## src/rtl/mem_port_arbiter.sv

```systemverilog
// ============================================================================
// Module      : mem_port_arbiter
// Description : Two-master arbiter for the unified memory port. A has fixed
//               priority; a saturating starvation counter guarantees B progress.
// Revision    : 1.0 - initial release
// ============================================================================
`default_nettype none

module mem_port_arbiter #(
    parameter int ADDR_W     = 32,
    parameter int DATA_W     = 32,
    parameter int RD_LATENCY = 1,
    parameter int STARVE_MAX = 4
) (
    input  logic              clk,
    input  logic              reset,
    input  logic              a_req,
    input  logic              a_we,
    input  logic [ADDR_W-1:0] a_addr,
    input  logic [DATA_W-1:0] a_wdata,
    input  logic [2:0]        a_funct3,
    output logic              a_gnt,
    output logic              a_rvalid,
    output logic [DATA_W-1:0] a_rdata,
    input  logic              b_req,
    input  logic              b_we,
    input  logic [ADDR_W-1:0] b_addr,
    input  logic [DATA_W-1:0] b_wdata,
    input  logic [2:0]        b_funct3,
    output logic              b_gnt,
    output logic              b_rvalid,
    output logic [DATA_W-1:0] b_rdata,
    output logic              mem_en,
    output logic              mem_we,
    output logic [ADDR_W-1:0] mem_addr,
    output logic [DATA_W-1:0] mem_wdata,
    output logic [2:0]        mem_funct3,
    input  logic [DATA_W-1:0] mem_rdata,
    output logic              busy
);

    if (RD_LATENCY < 1 || RD_LATENCY > 3 || STARVE_MAX < 1 || STARVE_MAX > 15) begin : g_param_check
        $error("mem_port_arbiter: RD_LATENCY must be 1..3 and STARVE_MAX 1..15");
    end

    localparam logic [1:0] c_rd_lat     = 2'(RD_LATENCY);
    localparam logic [3:0] c_starve_max = 4'(STARVE_MAX);

    typedef enum logic [1:0] {
        ST_IDLE      = 2'd0,
        ST_READ_WAIT = 2'd1,
        ST_WRITE_CD  = 2'd2
    } state_t;

    state_t     r_state, w_state_nxt;
    logic [3:0] r_starve_cnt, w_starve_nxt;
    logic       r_rd_owner, w_rd_owner_nxt;   // 0 = port A, 1 = port B
    logic [1:0] r_lat_cnt, w_lat_nxt;
    logic       w_gnt_a, w_gnt_b, w_rvalid;

    always_ff @(posedge clk or negedge reset) begin
        if (!reset) begin
            r_state      <= ST_IDLE;
            r_starve_cnt <= 4'd0;
            r_rd_owner   <= 1'b0;
            r_lat_cnt    <= 2'd0;
        end else begin
            r_state      <= w_state_nxt;
            r_starve_cnt <= w_starve_nxt;
            r_rd_owner   <= w_rd_owner_nxt;
            r_lat_cnt    <= w_lat_nxt;
        end
    end

    always_comb begin
        w_state_nxt    = r_state;
        w_starve_nxt   = r_starve_cnt;
        w_rd_owner_nxt = r_rd_owner;
        w_lat_nxt      = r_lat_cnt;
        w_gnt_a        = 1'b0;
        w_gnt_b        = 1'b0;
        w_rvalid       = 1'b0;
        case (r_state)
            ST_IDLE: begin
                // B wins a contested cycle only once it has lost STARVE_MAX of them
                if (a_req && !(b_req && r_starve_cnt == c_starve_max)) begin
                    w_gnt_a = 1'b1;
                end else if (b_req) begin
                    w_gnt_b = 1'b1;
                end
                if (w_gnt_a || w_gnt_b) begin
                    w_lat_nxt      = 2'd1;
                    w_rd_owner_nxt = w_gnt_b;
                    w_state_nxt    = (w_gnt_b ? b_we : a_we) ? ST_WRITE_CD : ST_READ_WAIT;
                end
                if (w_gnt_b) begin
                    w_starve_nxt = 4'd0;
                end else if (w_gnt_a && b_req && r_starve_cnt != c_starve_max) begin
                    w_starve_nxt = r_starve_cnt + 4'd1;
                end
            end
            ST_READ_WAIT: begin
                if (r_lat_cnt == c_rd_lat) begin
                    w_rvalid    = 1'b1;
                    w_state_nxt = ST_IDLE;
                    w_lat_nxt   = 2'd0;
                end else begin
                    w_lat_nxt = r_lat_cnt + 2'd1;
                end
            end
            ST_WRITE_CD: begin
                w_state_nxt = ST_IDLE;
            end
            default: begin
                w_state_nxt = ST_IDLE;
            end
        endcase
    end

    // Outputs are forced to zero while reset is held, even with requests pending
    assign a_gnt      = reset & w_gnt_a;
    assign b_gnt      = reset & w_gnt_b;
    assign mem_en     = a_gnt | b_gnt;
    assign mem_we     = mem_en & (b_gnt ? b_we : a_we);
    assign mem_addr   = !reset ? '0 : (b_gnt ? b_addr   : a_addr);
    assign mem_wdata  = !reset ? '0 : (b_gnt ? b_wdata  : a_wdata);
    assign mem_funct3 = !reset ? '0 : (b_gnt ? b_funct3 : a_funct3);

    assign a_rvalid = reset & w_rvalid & ~r_rd_owner;
    assign b_rvalid = reset & w_rvalid &  r_rd_owner;
    assign a_rdata  = a_rvalid ? mem_rdata : '0;
    assign b_rdata  = b_rvalid ? mem_rdata : '0;
    assign busy     = (r_state != ST_IDLE);

endmodule

`default_nettype wire

```

## config.mk

```make
export PLATFORM = sky130hd
export DESIGN_NAME = mem_port_arbiter
export DESIGN_NICKNAME = d
export VERILOG_FILES = /design/src/rtl/mem_port_arbiter.sv
export SDC_FILE = /design/constraint.sdc
export NUM_CORES = 1
export LEC_CHECK = 0
export CORE_AREA = 2 2 119 121
export DETAILED_ROUTE_END_ITERATION = 10
export DIE_AREA = 0 0 121 123
export RECOVER_POWER = 100
export SETUP_SLACK_MARGIN = 0.4
export SYNTH_ARGS = -nofsm -noshare
export SYNTH_HDL_FRONTEND = slang
export SYNTH_SLANG_ARGS = --single-unit
```

## constraint.sdc

```tcl
create_clock -name clk -period 3.2 [get_ports clk]
set_clock_uncertainty 0.1 [all_clocks]
set_input_delay 0.96 -clock clk [delete_from_list [all_inputs] [get_ports clk]]
set_output_delay 0.96 -clock clk [all_outputs]
set_load 0.03 [all_outputs]
```

==> flow_metrics.py, run 1 <==
metrics = {
    "status": {
        "status": "finished with violations",
        "violations": "negative setup slack",
    },
    "logic_synthesis": {
        "syn-cell-area_um2": 2280,
        "synth-async-reset-ratio_pct": 100,
        "yosysTopAreaCell": "mux2i_1",
        "synth_ff_type": "dfrtp_1",
        "ys_seq_elements": 9,
        "syn_inst": 355,
        "ys_warn_count": 0,
        "synth_top_area_share_pct": 29.4,
        "synth_most_common_cell": "nand2_1",
        "yosysUniqueCellTypes": 36,
        "netlist_top_cells_count": "140 x nand2_1, 67 x mux2i_1, 64 x and2_1, 19 x clkbuf_1, 9 x dfrtp_1",
        "syn-num-nets": 529,
        "ys_seq_area_share_pct": 9.86,
        "synth-edff-count": 0,
        "avgSynthCellArea_um2": 6.44,
        "ys_top_cells_by_area": "mux2i_1 29%, nand2_1 23%, and2_1 18%",
    },
    "placement": {
        "place.gp.congestion": 0.855,
        "placed_cell_area_um2": 6210,
        "portBuffers": 309,
        "dp_hpwl_mm": 11.1,
    },
    "drt": {
        "drt_iter0_markers": 119,
        "drtPass1Iterations": 4,
        "vias_per_cell": 4.32,
        "totalWireLength_mm": 14.8,
        "remaining_drc_errors": 0,
        "vias": 3822,
        "ant_nets": 0,
        "wl_per_cell_um": 16.7,
    },
    "job": {
        "maxCapViolCount": 0,
    },
    "finish": {
        "num-nets-final": 879,
        "areaGrowthSynthToFinish_pct": 223,
        "ff_latch_area_um2": 228,
        "multi_input_area_um2": 2760,
        "num_antenna_cells": 0,
        "fillerInstances": 1177,
        "final_design_area_no_fill_um2": 7370,
        "layout-drive-gt1-share_pct": 50.3,
    },
    "critical_path": {
        "end_kind": "output pin",
        "critical_path_class": "in2out",
        "worstPathArrival_ns": 2.42,
        "crit_path_start_kind": "input pin",
        "cp_max_fo": 6,
        "critPathRequiredTime_ns": 2.14,
    },
    "power_and_ir_drop": {
        "irDropWorstVdd_mv": 0.188,
        "power_density_nw_per_um2": 329,
        "power_leakage_nw": 3.12,
    },
    "global_routing": {
        "grt_pass1_vias": 3868,
        "grt_pass1_wl_mm": 21.9,
        "grt_busiest_layer": "met2",
        "antenna_found_initial": 0,
        "grt_use_met1_pct": 24.0,
        "overflow": 0,
        "grt_max_degree": 34,
        "use_met2_pct": 33.0,
        "globalRouteTotalUtil_pct": 18.6,
        "grt_util_met3_pct": 2.72,
    },
    "floorplanning": {
        "core_area_um2": 13600,
        "die_height_um": 123,
        "ios": 310,
        "num_rows": 43,
        "start_util_pct": 16.8,
        "die_w_um": 121,
        "dieArea_um2": 14900,
    },
    "sta": {
        "drv_slew": 0,
        "rsz0062_at_grt": "yes",
        "fmax_ghz": 0.288,
        "fin_setup_tns_ns": -21.08,
        "setup_viol": 100,
        "max-slew-margin-rel_pct": 61.3,
        "fin_ws_ns": -0.277,
        "post-route-min-period_ns": 3.48,
        "worstMarginPinSlew_ns": 0.579,
        "hold_viol": 0,
        "fin_crit_sh_pct": 109,
    },
    "clock_tree": {
        "cts_buffers": 3,
        "hold_buffers": 0,
        "root_buffer": "clkbuf_16",
        "cts_htree_levels": 1,
        "cts.sinks": 9,
        "clkSlewWorstSetupHoldPaths_ns": 0.04,
        "clock_path_buffers": 2,
        "cts_tree": "built",
        "insertion_delay_ns": 0.24,
    },
    "min_path": {
        "hold_path.class": "reg2reg",
    },
}
[where the power goes]
group          leakage, nW  internal (mW)  switching [mW]
clock               0.0382          0.167          0.0582
sequential           0.112          0.156          0.0615
combinational         2.97           1.07           0.910
total                 3.12           1.40            1.03
[logic make-up after synthesis]
logic type                 Yosys count  synth area share, %
AOI/OAI and AO/OA                   13                 4.05
buffers and inverters               34                 8.05
adders and majority gates            2                 1.10
DFF                                  9                 9.86
and+or+nand+nor                    230                 47.6
muxes                               67                 29.4
[state kept, by name (all words and copies together) (netlist names)]
| name | cells |
|---|---|
| r_rd_owner | 1 |
| r_lat_cnt | 2 |
| r_state | 2 |
| r_starve_cnt | 4 |
[layout make-up]
| type | instances | area share (%) |
|---|---|---|
| Clock buffer | 4 | 1.07 |
| Inverter | 4 | 0.204 |
| Multi-Input combinational cell | 316 | 37.4 |
| Sequential cell | 9 | 3.09 |
| Tap cell | 180 | 3.05 |
| Timing Repair Buffer | 371 | 55.2 |
[metrics by stage]
| stage | utilization, % | hold WS, ns | setup slack, ns | power [mW] | cells |
|---|---|---|---|---|---|
| CTS | 53.5 | 0.435 | -0.280 | 2.37 | 881 |
| global placement | 45.6 | 0.403 | -0.721 | 1.78 | 852 |
| global route | 54.2 | 0.494 | -0.340 | 2.54 | 884 |
| floorplan | - | 0.384 | -0.216 | 1.17 | 355 |
| finish | 54.2 | 0.472 | -0.277 | 2.43 | 884 |
| detailed placement | 45.6 | 0.418 | -0.758 | 1.81 | 852 |
[per-layer routing]
metal  vias up  routed length [µm]
met4         0                 191
met3        17                 890
met5         -                   0
met1      1779                6070
li1       1870                   -
met2       156                7630
[placed cells by master (no fill, tap or decap), drive strengths merged]
cell	n
clkbuf	10
or2	1
o311ai	1
a21oi	4
o2bb2ai	1
nor2b	2
mux2i	67
o211ai	1
nand2b	2
dlymetal6s2s	1
and3b	1
and4b	1
and2	64
o22ai	1
o31ai	2
inv	4
nor4bb	1
dfrtp	9
nand3b	1
o31a	1
ha	2
nand4b	1
nand2	140
or4	1
o21ai	1
buf	196
and3	5
or3b	1
clkdlybuf4s50	168
o221ai	1
nand3	4
nor3	1
nor3b	2
nor2	6
[final timing paths]
check	to	start	cells after the start	slack, ns
max	mem_wdata[10]	b_req	8	-0.28
min	r_starve_cnt[3]	r_starve_cnt[3]	1	0.47
max reg2reg	r_state[0]	r_starve_cnt[0]	7	1.48
min reg2reg	r_starve_cnt[3]	r_starve_cnt[3]	1	0.47
max in group asynchronous	r_rd_owner	reset	3	1.79
min in group asynchronous	r_state[0]	reset	3	0.86
[timing repair]
item / in CTS / in global routing
endpoints found under the setup margin: 137 / 137
pin swaps: 60 / 4
setup buffers: 16 / 3
resized for setup: 207 / 29
gates cloned: 9 / 0
[critical path, stage by stage]
cell and delay [ns]:
buf_6 0.07, or3b_4 0.40, a21oi_4 0.16, buf_12 0.15
buf_8 0.13, buf_12 0.15, mux2i_4 0.24, buf_6 0.15
No activity file was read; power rests on OpenSTA's default activity.
==> inputs of run 2 (changes only) <==
Settings changed: ABC_CLOCK_PERIOD_IN_PS from default to 3200.
==> results of run 2 <==
No change in the layout: final DEF, timing and power equal those of run 1.
==> RTL edit 1 (settings of run 2) <==
Encoding of `state_t`: now one-hot (3 bits for 3 states).
--- a/src/rtl/mem_port_arbiter.sv
+++ b/src/rtl/mem_port_arbiter.sv
@@ -46,10 +46,10 @@
     localparam logic [1:0] c_rd_lat     = 2'(RD_LATENCY);
     localparam logic [3:0] c_starve_max = 4'(STARVE_MAX);
 
-    typedef enum logic [1:0] {
-        ST_IDLE      = 2'd0,
-        ST_READ_WAIT = 2'd1,
-        ST_WRITE_CD  = 2'd2
+    typedef enum logic [2:0] {
+        ST_IDLE      = 3'b001,
+        ST_READ_WAIT = 3'b010,
+        ST_WRITE_CD  = 3'b100
     } state_t;
 
     state_t     r_state, w_state_nxt;
Behaviour: no difference found for any inputs over 4 cycles, from zero or initial values and one cycle with reset low; so few cycles prove little.
==> RTL edit 1 against run 2 <==
- the flow still finishes with violations (setup timing)
- maximum frequency up 7.6%
- first-iteration DRC count decreased by 40%
- wire length is 3.3% higher
- critical endpoint is now mem_addr[8]
- cell area increased by 11%
- largest cell class unchanged
- sequential cell count rose by 1
- synthesized area increased by 3.2%
- total power grew 10%
- critical path type unchanged
- setup slack better by 0.25 ns
==> RTL edit 1: results (changes against run 2) <==
CP Capture Point: mem_addr[8]
Crit path largest cell delay: 0.26 ns (-0.14 ns)
Initial antenna violation count: 3 (+3)
Failing checks: setup timing
Cells after Synth: 359 (+1.1%)
Routed wire length: 15.28 mm (+3.3%)
Final nets: 896 (+1.9%)
Biggest regs: r_starve_cnt (4), r_state (3), r_lat_cnt (2)
Sequential area share after synthesis: 10.67% (+0.81 points)
Adder-cell share of the synthesized area: 1.062% (-0.034 points)
Most frequent cells after synthesis: nand2_1, mux2i_1, and2_1, clkbuf_1, dfrtp_1
Worst path slowest cell: mux2i_4
DP Cell Count: 855 (+0.35%)
Worst Path Max Fanout: 7 (+1)
Placement Setup Slack: -0.6101 ns (+0.1477 ns)
Fillers: 1,126 (-4.3%)
Setup WS post-layout: -0.03042 ns (+0.2465 ns)
Reg2reg end: r_state[1]$_DFFE_PN0P_
Mux cell area share after synthesis: 28.45% (-0.90 points)
Wirelength per Cell: 16.92 µm (+1.2%)
First-pass GRT wire length: 21.46 mm (-1.8%)
Vias per cell: 4.379 (+1.3%)
Largest net degree at the start of global routing: 38 (+12%)
Overall routing resource usage: 18.32% (-0.24 points)
Setup_tns: -0.2907 ns (+20.79 ns)
Status: finished, violations left
Reg2reg path depth: 10 (+3)
Setup violators final: 27 (-73%)
## RTL edit 1: cell count changes after synthesis, moves of 3 or more
cell,change
buf_8,-3
clkbuf_2,+4
clkbuf_1,-3
nor2_1,-5
buf_4,-3
buf_1,-3
buf_2,+5
## RTL edit 1: power by group
| group | total (µW) | internal, µW | switching (µW) |
|---|---|---|---|
| sequential | 243 | 178 | 65.0 |
| combinational | 2190 | 1220 | 972 |
| clock | 244 | 188 | 56.2 |
| total | 2680 | 1590 | 1090 |
## RTL edit 1: logic make-up after synthesis
group / after synthesis
muxes: 67
adders and majority gates: 2
AOI/OAI and AO/OA: 17
buffers and inverters: 35
and+or+nand+nor: 228
DFF: 10
## RTL edit 1: critical path, delay by kind of cell
family / cells / cell delay (ns)
buffers and inverters: 5 / 0.67
AOI/OAI and AO/OA: 1 / 0.16
and+or+nand+nor: 1 / 0.12
muxes: 1 / 0.26
## RTL edit 1: cell type report
class / instances / share of cell area, %
Inverter: 6 / 0.2749
Tap cell: 180 / 2.749
Multi-Input combinational cell: 314 / 36.57
Clock buffer: 4 / 1.084
Sequential cell: 10 / 3.070
Timing Repair Buffer: 387 / 56.19
Antenna cell: 2 / 0.06110
## RTL edit 1: repair_timing
action | in CTS | in global routing
pin swaps | 33 | 23
cloned | 10 | 2
buffers inserted | 19 | 11
resized for setup | 194 | 13
endpoints found under the setup margin | 138 | 137
## RTL edit 1: metal layers
metal	vias up	track usage, %	wire, µm
met4	2	3.488	289
li1	1918	-	-
met3	14	4.889	1363
met1	1808	18.23	4926
met2	212	37.68	8685
met5	-	0	13
==> RTL edit 2 (config.mk and constraints of run 2) <==
Without the edit above. Compare `r_starve_cnt` against `c_starve_max` with >= in place of ==.
--- a/src/rtl/mem_port_arbiter.sv
+++ b/src/rtl/mem_port_arbiter.sv
@@ -83,7 +83,7 @@
         case (r_state)
             ST_IDLE: begin
                 // B wins a contested cycle only once it has lost STARVE_MAX of them
-                if (a_req && !(b_req && r_starve_cnt == c_starve_max)) begin
+                if (a_req && !(b_req && r_starve_cnt >= c_starve_max)) begin
                     w_gnt_a = 1'b1;
                 end else if (b_req) begin
                     w_gnt_b = 1'b1;
Function: same outputs for any inputs over 4 cycles, from zero or initial values and one cycle with reset low; that may be too few to reach the edited logic, so the function may still have changed.
==> RTL edit 2 against run 2 <==
- wire length rose by 36%
- setup slack improved by 0.24 ns
- synthesized area up 0.22%
- total power grew 77%
- sequential cell count did not move
- combinational power increased by 95%
- critical path depth unchanged
- the run still ends with setup timing left
- sequential power is 10% lower
- largest cell class unchanged
- cell area rose by 29%
==> RTL edit 2: results (changes against run 2) <==
Status: finished, violations left
Failing checks: setup timing
Crit path largest cell delay: 0.25 ns (-0.15 ns)
Post-synth cell types: 34 (-5.6%)
Synth Area in Compound Gates: 39.56% (+36 points)
WL met3: 1.419 mm (+59%)
Hold_sp: r_rd_owner$_DFFE_PN0P_
Final Non-Filler Cells: 901 (+1.9%)
Mux cell area share after synthesis: 0% (-29 points)
Sequential area share after synthesis: 9.836% (-0.022 points)
DP Cell Count: 836 (-1.9%)
Largest net degree at the start of global routing: 56 (+65%)
Static leakage: 0.003702 µW (+19%)
M3 GR Usage: 5.212% (+2.5 points)
Max IR drop VDD: 0.0002079 V (+11%)
Share of cells above drive strength 1: 70.87% (+21 points)
Ranking of synthesized cells by area: and2_1, nand3_1, a21boi_0, o21ai_0, dfrtp_1
Hold endpoint: r_rd_owner$_DFFE_PN0P_
Adder-cell share of the synthesized area: 1.093% (-0.0024 points)
Sequential share of power: 4.5% (-4.5 points)
Worst Path Max Fanout: 8 (+2)
Placement Setup Slack: -0.5475 ns (+0.2104 ns)
Most frequent cells after synthesis: nand3_1, and2_1, o21ai_0, a21boi_0, clkbuf_1
Tightest Pin Transition: 0.5330 ns (-0.04644 ns)
Initial drt markers: 178 (+50%)
M1 GR Usage: 28.50% (+4.5 points)
XOR/XNOR share of the synthesized area: 0.3825% (+0.38 points)
Comb group: 3860 µW (+95%)
Vias per cell: 4.910 (+14%)
Hold_ws: 0.4444 ns (-0.02808 ns)
Reg2reg end: r_rd_owner$_DFFE_PN0P_
Setup WS post-layout: -0.04026 ns (+0.2367 ns)
Routed wire length: 20.04 mm (+36%)
Setup violators final: 39 (-61%)
Post-detail-place hpwl: 10.85 mm (-2.3%)
Global Route met2 Usage: 41.33% (+8.3 points)
Vias in the first global route: 4,616 (+19%)
Synth Net Count: 533 (+0.76%)
Met2 WL: 10.36 mm (+36%)
Worst path slowest cell: nor3b_4
Total power: 4284 µW (+77%)
[RTL edit 2: area by class of cell]
class / instances / area, µm² / share of cell area, %
multi-input cells: 304 / 3974 / 41.69
well taps: 180 / 225.2 / 2.363
inverters: 4 / 15.01 / 0.1575
flip-flops and latches: 9 / 227.7 / 2.389
repair buffers: 400 / 5012 / 52.58
clock buffers: 4 / 78.83 / 0.8269
[RTL edit 2: worst max path at each step]
stage | cells after the start | slack (ns) | to | start
after floorplan | 5 | 0.24 | mem_wdata[14] | a_req
after global placement | 6 | -0.55 | mem_addr[31] | b_req
after detailed placement | 6 | -0.55 | mem_addr[31] | b_req
after CTS | 7 | -0.04 | mem_wdata[26] | a_req
after global routing | 8 | -0.08 | mem_addr[24] | b_req
final | 8 | -0.04 | mem_wdata[11] | b_req
[RTL edit 2: repair_timing]
action,CTS,global route
setup endpoints to repair,135,135
gates resized for setup,347,93
setup buffers,26,2
cloned,21,12
pin swaps,63,74
